--- config.mk ---
export PLATFORM = sky130hd
export DESIGN_NAME = uart_cmd_decoder
export DESIGN_NICKNAME = d
export VERILOG_FILES = /design/src/rtl/uart_cmd_decoder.sv
export SDC_FILE = /design/constraint.sdc
export NUM_CORES = 1
export LEC_CHECK = 0
export CORE_MARGIN = 1
export CORE_UTILIZATION = 52
export DETAILED_ROUTE_END_ITERATION = 10
export GPL_TIMING_DRIVEN = 0
export PLACE_DENSITY = 0.76
export SLEW_MARGIN = 20
export SYNTH_ARGS = -nofsm -noshare
export SYNTH_HDL_FRONTEND = slang
export SYNTH_SLANG_ARGS = --single-unit
--- constraint.sdc ---
create_clock -name clk -period 2.8 [get_ports clk]
set_input_delay 0.56 -clock clk [delete_from_list [all_inputs] [get_ports clk]]
set_output_delay 0.56 -clock clk [all_outputs]
set_load 0.01 [all_outputs]
--- src/rtl/uart_cmd_decoder.sv ---
// UART RX byte-stream command decoder: single-char pulses plus "T"+HHMMSS set-time sequence.
// Optional macro CMD_CASE_INSENSITIVE_EN: lowercase command letters decode as uppercase.
module uart_cmd_decoder #(
  parameter int TIMEOUT_CYCLES = 1_000_000,
  parameter int SEC_MAX        = 60,
  parameter int MIN_MAX        = 60,
  parameter int HOUR_MAX       = 24,
  localparam int SW = $clog2(SEC_MAX),
  localparam int MW = $clog2(MIN_MAX),
  localparam int HW = $clog2(HOUR_MAX)
) (
  input  logic          clk,
  input  logic          reset,
  input  logic [7:0]    rx_data,
  input  logic          rx_valid,
  output logic          run_stop,
  output logic          clear,
  output logic          hour_add,
  output logic          min_add,
  output logic          sec_add,
  output logic          set_time,
  output logic [HW-1:0] set_hour,
  output logic [MW-1:0] set_min,
  output logic [SW-1:0] set_sec,
  output logic          busy,
  output logic          err
);

  localparam int TW = (TIMEOUT_CYCLES > 1) ? $clog2(TIMEOUT_CYCLES + 1) : 1;
  localparam logic [TW-1:0] TO_LAST = TW'(TIMEOUT_CYCLES - 1);

  typedef enum logic {IDLE, DIGIT} state_t;

  state_t        state, state_nxt;
  logic [2:0]    idx;
  logic [3:0]    dig [0:4];
  logic [TW-1:0] cnt;

  logic [7:0] cmd;
  logic       is_digit, timeout_hit, time_ok;
  logic [6:0] hh, mm, ss;
  logic       run_stop_nxt, clear_nxt, hour_add_nxt, min_add_nxt, sec_add_nxt;
  logic       set_time_nxt, err_nxt;

`ifdef CMD_CASE_INSENSITIVE_EN
  assign cmd = (rx_data >= "a" && rx_data <= "z") ? rx_data - 8'd32 : rx_data;
`else
  assign cmd = rx_data;
`endif

  assign is_digit    = (rx_data >= "0") && (rx_data <= "9");
  assign timeout_hit = (TIMEOUT_CYCLES != 0) && (state == DIGIT) && !rx_valid && (cnt == TO_LAST);

  // The sixth digit comes straight from rx_data so the check happens on the same edge it arrives.
  assign hh      = 7'(dig[0]) * 7'd10 + 7'(dig[1]);
  assign mm      = 7'(dig[2]) * 7'd10 + 7'(dig[3]);
  assign ss      = 7'(dig[4]) * 7'd10 + 7'(rx_data[3:0]);
  assign time_ok = (32'(hh) < HOUR_MAX) && (32'(mm) < MIN_MAX) && (32'(ss) < SEC_MAX);

  assign busy = (state == DIGIT);

  always_ff @(posedge clk) begin
    if (reset) begin
      state <= IDLE;
    end else begin
      state <= state_nxt;
    end
  end

  always_comb begin
    state_nxt = state;
    case (state)
      IDLE:  if (rx_valid && cmd == "T") state_nxt = DIGIT;
      DIGIT: begin
        if (rx_valid) begin
          if (!is_digit || idx == 3'd5) state_nxt = IDLE;
        end else if (timeout_hit) begin
          state_nxt = IDLE;
        end
      end
      default: state_nxt = IDLE;
    endcase
  end

  always_comb begin
    run_stop_nxt = 1'b0;
    clear_nxt    = 1'b0;
    hour_add_nxt = 1'b0;
    min_add_nxt  = 1'b0;
    sec_add_nxt  = 1'b0;
    set_time_nxt = 1'b0;
    err_nxt      = 1'b0;
    case (state)
      IDLE: begin
        if (rx_valid) begin
          case (cmd)
            "R":                  run_stop_nxt = 1'b1;
            "C":                  clear_nxt    = 1'b1;
            "H":                  hour_add_nxt = 1'b1;
            "M":                  min_add_nxt  = 1'b1;
            "S":                  sec_add_nxt  = 1'b1;
            "T", 8'h0D, 8'h0A, 8'h20: ;
            default:              err_nxt      = 1'b1;
          endcase
        end
      end
      DIGIT: begin
        if (rx_valid) begin
          if (!is_digit)          err_nxt      = 1'b1;
          else if (idx == 3'd5) begin
            set_time_nxt = time_ok;
            err_nxt      = !time_ok;
          end
        end else if (timeout_hit) begin
          err_nxt = 1'b1;
        end
      end
      default: ;
    endcase
  end

  always_ff @(posedge clk) begin
    if (reset) begin
      idx      <= '0;
      cnt      <= '0;
      for (int i = 0; i < 5; i++) dig[i] <= '0;
      run_stop <= 1'b0;
      clear    <= 1'b0;
      hour_add <= 1'b0;
      min_add  <= 1'b0;
      sec_add  <= 1'b0;
      set_time <= 1'b0;
      err      <= 1'b0;
      set_hour <= '0;
      set_min  <= '0;
      set_sec  <= '0;
    end else begin
      run_stop <= run_stop_nxt;
      clear    <= clear_nxt;
      hour_add <= hour_add_nxt;
      min_add  <= min_add_nxt;
      sec_add  <= sec_add_nxt;
      set_time <= set_time_nxt;
      err      <= err_nxt;
      cnt      <= (state != DIGIT || rx_valid) ? '0 : cnt + 1'b1;
      if (state == IDLE) begin
        idx <= '0;
      end else if (rx_valid && is_digit && idx != 3'd5) begin
        dig[idx] <= rx_data[3:0];
        idx      <= idx + 3'd1;
      end
      if (set_time_nxt) begin
        set_hour <= HW'(hh);
        set_min  <= MW'(mm);
        set_sec  <= SW'(ss);
      end
    end
  end

endmodule
==> After elaboration in Yosys (flattened, before gate mapping) <==
Memory sizes are Yosys's and may differ from the RTL's.
Index checks and enable logic that the tools add are counted.
{ "totals": {"register_bits": 48, "ramBits": 20, "inputBits": 11, "out_inout_bits": 25, "mem_count": 1} }
{ "op_classes": {"n_addsub": 5, "multipliers": 3, "order_cmp": 5, "n_eq_ne": 12, "mux": 30, "n_bitwise": 2, "reduce_logical": 18} }
{ "memory_table": {"columns": ["name", "words", "width", "read_ports", "rd_ports_with_merged_regs", "wr", "line_no", "rtl"], "rows": [
  ["dig", 5, 4, 5, 0, 5, "36", "logic [3:0] dig [0:4];"]
]} }
{ "op_table": {"columns": ["operator", "count"], "rows": [
  ["$eq A8 B7 Y1 const B", 6],
  ["$mux W1", 26],
  ["$add A7 B4 Y7", 3],
  ["$add A20 B1 Y20 const B", 1],
  ["$eq A20 B20 Y1 const B", 1],
  ["$mul A4 B3 Y6 const B", 3],
  ["$eq A8 B4 Y1 const B", 2],
  ["$lt A7 B6 Y1 const B", 2],
  ["$reduce_or A9 Y1", 1],
  ["$eq A8 B6 Y1 const B", 1],
  ["$ge A8 B6 Y1 const B", 1],
  ["$le A8 B6 Y1 const B", 1],
  ["$logic_and A1 B1 Y1", 8],
  ["$lt A7 B5 Y1 const B", 1],
  ["$mux W4", 1],
  ["$pmux W1 S2", 2],
  ["$reduce_or A2 Y1", 2],
  ["$reduce_or A4 Y1", 1],
  ["$add A3 B1 Y3 const B", 1],
  ["$eq A3 B3 Y1 const B", 1],
  ["$logic_not A1 Y1", 3],
  ["$mux W3", 1],
  ["$ne A3 B3 Y1 const B", 1],
  ["$reduce_or A3 Y1", 1],
  ["other kinds (2)", 4]
]} }

==> Depth between registers and ports, before layout <==
An unclocked memory read counts as a cell.
{ "logic_depth": {"word_depth": 11, "mapped_depth": 12} }

==> Worst setup path after synthesis <==
OpenSTA, ideal clock, no wires.
{ "synth_path": {"path_kind": "register to register", "from": "memory dig[4][1]", "to": "register set_min[3]", "setup_ps": 115, "t_arrival_ps": 2918, "path_slack_ps": -232, "stages_incl_launch_ff": 12, "cell_sequence": "edfxtp_1 -> ha_1 -> ha_1 -> inv_1 -> fa_1 -> and3_1 -> o211a_1 -> maj3_2 -> o21a_1 -> buf_2 -> o31a_1 -> o21a_1"} }
{ "synth_lines": {"columns": ["item", "line_no", "rtl"], "rows": [
  ["from (decl)", "36", null],
  ["to (signal assigned)", "154", "set_min <= MW'(mm);"],
  ["to (decl)", "23", "output logic [MW-1:0] set_min,"]
]} }

==> out/qor.csv <==
stage;metric;value;unit
setup_path;critPathKind;reg -> reg;
clock_tree;clkTransAtPathRegs;0.07;ns
timing;setup_tns;-3.188;ns
drt;drtAntennaViolNets;0;
global_routing;grt.total_usage;0.2280;
clock_tree;hold_buffers;0;
setup_path;cp-endpoint;set_min[0];
pwr;p_leak;1.650;nW
synth;syn-num-nets;439;
drt;avgViaCountPerCell;5.676;
timing;max-slew-margin-rel;0.6313;
clock_tree;cts-htree-levels;3;
global_routing;use_met2;0.3572;
global_routing;met1_usage;0.3108;
finish;final_core_util;0.6875;
clock_tree;clk_latency;0.35;ns
timing;hold_ws;0.4643;ns
setup_path;reg2reg_slack;-0.23;ns
finish;antenna_cells;0;
clock_tree;cts_made_buffers;9;
global_routing;grt_busiest_layer;met2;
pwr;pwr-share-seq;0.486;
pwr;power.clock.fraction;0.384;
drt;vias;3167;
synth;synth_flop_cell;dfxtp_1;
timing;final_hold_viol_count;0;
clock_tree;cts_buffer_depth;2;
setup_path;worstRegToRegCells;12;
placement;port-buffer-count;35;
pwr;intPower;1.571;mW
timing;period_minus_slack;3.031;ns
clock_tree;cts.sinks;68;
synth;syn_avg_cell_area;9.493;µm²
die;core_area;6907;µm²
setup_path;r2r-end;set_min[0];
finish;fill_cells;571;
synth;syn_inst;400;
global_routing;antenna_found_initial;0;
pwr;power.total;2.113;mW
hold_path;hp-class;reg -> reg;
finish;areaGrowthSynthToFinish;25.04;%
pwr;swShare;0.2566;
global_routing;overflow;0;
synth;synth_edf_count;20;
pwr;p_comb_frac;0.130;
drt;wl;8293;µm
placement;post-dp-hpwl;5964;µm
pwr;power_per_cell_area;445.1;nW/µm²
run;maxCapViolations;0;
setup_path;critPathArrivalTime;3.24;ns
pwr;peakVddDrop;0.0002572;V
clock_tree;cts_tree;built;
timing;max_freq;0.3299;GHz
finish;fin_nets;496;
die;die-area;7648;µm²
outcome;violations;negative setup slack;
setup_path;startpoint;dig[4][3];
timing;worstMarginPinSlew;0.5480;ns
synth;synth_area;3797;µm²
drt;post_drt_wl_per_cell;14.86;µm
die;die_h;87.46;µm
timing;fin_skew;0.007721;ns
die;start_util;0.5498;
timing;rsz0062_at_grt;yes;
clock_tree;cts-root-buf;clkbuf_8;
synth;ys_ff_latch;68;
setup_path;r2r-start;dig[4][3];
setup_path;cp.required;3.01;ns
synth;netlist-cell-type-count;53;
die;ios;36;
timing;maxSlewViolCount;0;
timing;setup_violations;19;
setup_path;crit_fanout;10;
die;rows;30;
setup_path;worstSetupEndpointType;flop;
drt;drcViolationCount;0;
drt;first_pass_iters;5;
placement;gp_congestion;0.8966;
setup_path;cp-start-kind;flop;
pwr;p_sw;542.2;µW
global_routing;grtUsageMet3;0.04171;
timing;fin_ws;-0.2310;ns
global_routing;grt_max_degree;13;
global_routing;grt_pass1_vias;2863;
global_routing;grt_pass1_wl;13370;µm
finish;layout-drive-gt1-share;0.1472;
synth;synthArstFlopShare;0;
drt;drtIter0Drc;154;
outcome;status;finished with violations;
synth;synth_seq_area_share;0.4112;
die;fp.dieW;87.46;µm
timing;final.period_utilization;1.082;
synth;yosysWarnings;0;
==> worst min-delay path by stage <==
stage                startpoint     endpoint  depth (start not counted)
floorplan                cnt[0]       cnt[0]                          1
global placement     set_min[5]   set_min[5]                          2
detailed placement       cnt[0]       cnt[0]                          1
CTS                 set_hour[0]  set_hour[0]                          2
global route        set_hour[3]  set_hour[3]                          2
finish              set_hour[0]  set_hour[0]                          2
==> cells in the mapped netlist (all sizes together) (16+ instances only) <==
library cell / instances / area (µm²)
inv: 19 / 71.32
dfxtp: 48 / 960.9
edfxtp: 20 / 600.6
nand3: 16 / 80.08
xor2: 18 / 157.7
a21oi: 27 / 135.1
o31ai: 17 / 127.6
nor2: 25 / 93.84
nand2: 17 / 63.81
nand4: 16 / 100.1
and2: 21 / 131.4
ha: 22 / 275.3
==> power groups by stage <==
| stage | clock network, mW | logic, mW | registers [mW] |
|---|---|---|---|
| final | 0.811 | 0.275 | 1.03 |
| after global routing | 0.862 | 0.295 | 1.03 |
| after CTS | 0.829 | 0.248 | 1.03 |
| after detailed placement | 0 | 0.223 | 1.05 |
| after global placement | 0 | 0.218 | 1.05 |
| after floorplan | 0 | 0.154 | 1.05 |
==> cell type report <==
class	instances	area [µm²]	share of cell area
multi-input combinational	293	2235	0.4706
sequential	68	1562	0.3289
timing repair buffer	46	431.7	0.09091
clock buffer	11	141.4	0.02978
buffer	20	126.4	0.02661
tap	96	120.1	0.02530
inverter	19	71.32	0.01502
clock inverter	5	61.31	0.01291
==> metrics by stage <==
step | cell area (µm²) | setup WS, ns | instances
6_report | 4748 | -0.2310 | 558
4_1_cts | 4614 | -0.1944 | 553
2_1_floorplan | 3806 | -0.09536 | 400
3_5_place_dp | 4277 | -0.7129 | 531
5_1_grt | 4748 | -0.3191 | 558
3_3_place_gp | 4277 | -0.6118 | 531
==> cell families after synthesis <==
logic type	Yosys count	synth area share
compound gates	76	0.1301
xor+xnor	28	0.06458
buf+inv	39	0.04448
simple gates	159	0.2399
fa+ha+maj	29	0.1071
mux	1	0.002636
flops	68	0.4112
==> sequential cells by signal, indices dropped and copies added (netlist names) <==
name	count
cnt	20
dig	20
set_min	6
set_sec	6
set_hour	5
idx	3
busy	1
clear	1
err	1
hour_add	1
min_add	1
run_stop	1
sec_add	1
set_time	1
==> worst max-delay path, stage by stage, from the launching register on <==
cell and delay (ns):
edfxtp_1 0.41, ha_1 0.32, ha_2 0.17, inv_2 0.05, fa_2 0.46, and3_4 0.17, o211a_1 0.21, maj3_2 0.33
o21a_4 0.22, buf_6 0.13, buf_12 0.14, o31ai_2 0.20, a21oi_1 0.09
==> layout by cell type, fill, tap and decap left out, types with 11 or more instances in the layout <==
master and n:
dfxtp_1 48, clkdlybuf4s50_1 34, a21oi_1 27, nor2_1 25
and2_1 21, ha_1 21, edfxtp_1 20, inv_1 18
nand2_1 17, nand3_1 16, nand4_1 16, xor2_1 16
buf_4 14, clkbuf_1 11
==> per-layer routing <==
metal / vias up / part of all wire
li1: 1569 / -
met1: 1503 / 0.46
met2: 83 / 0.47
met3: 12 / 0.050
met4: 0 / 0.013
met5: - / 0
==> timing repair <==
item	in CTS	in global routing
resized for setup	23	17
cloned	1	0
buffers inserted	5	5
pin swaps	5	3
setup endpoints to repair	19	27
endpoints found under the hold margin	0	0
Note: power is estimated with default switching activity, not from simulation.
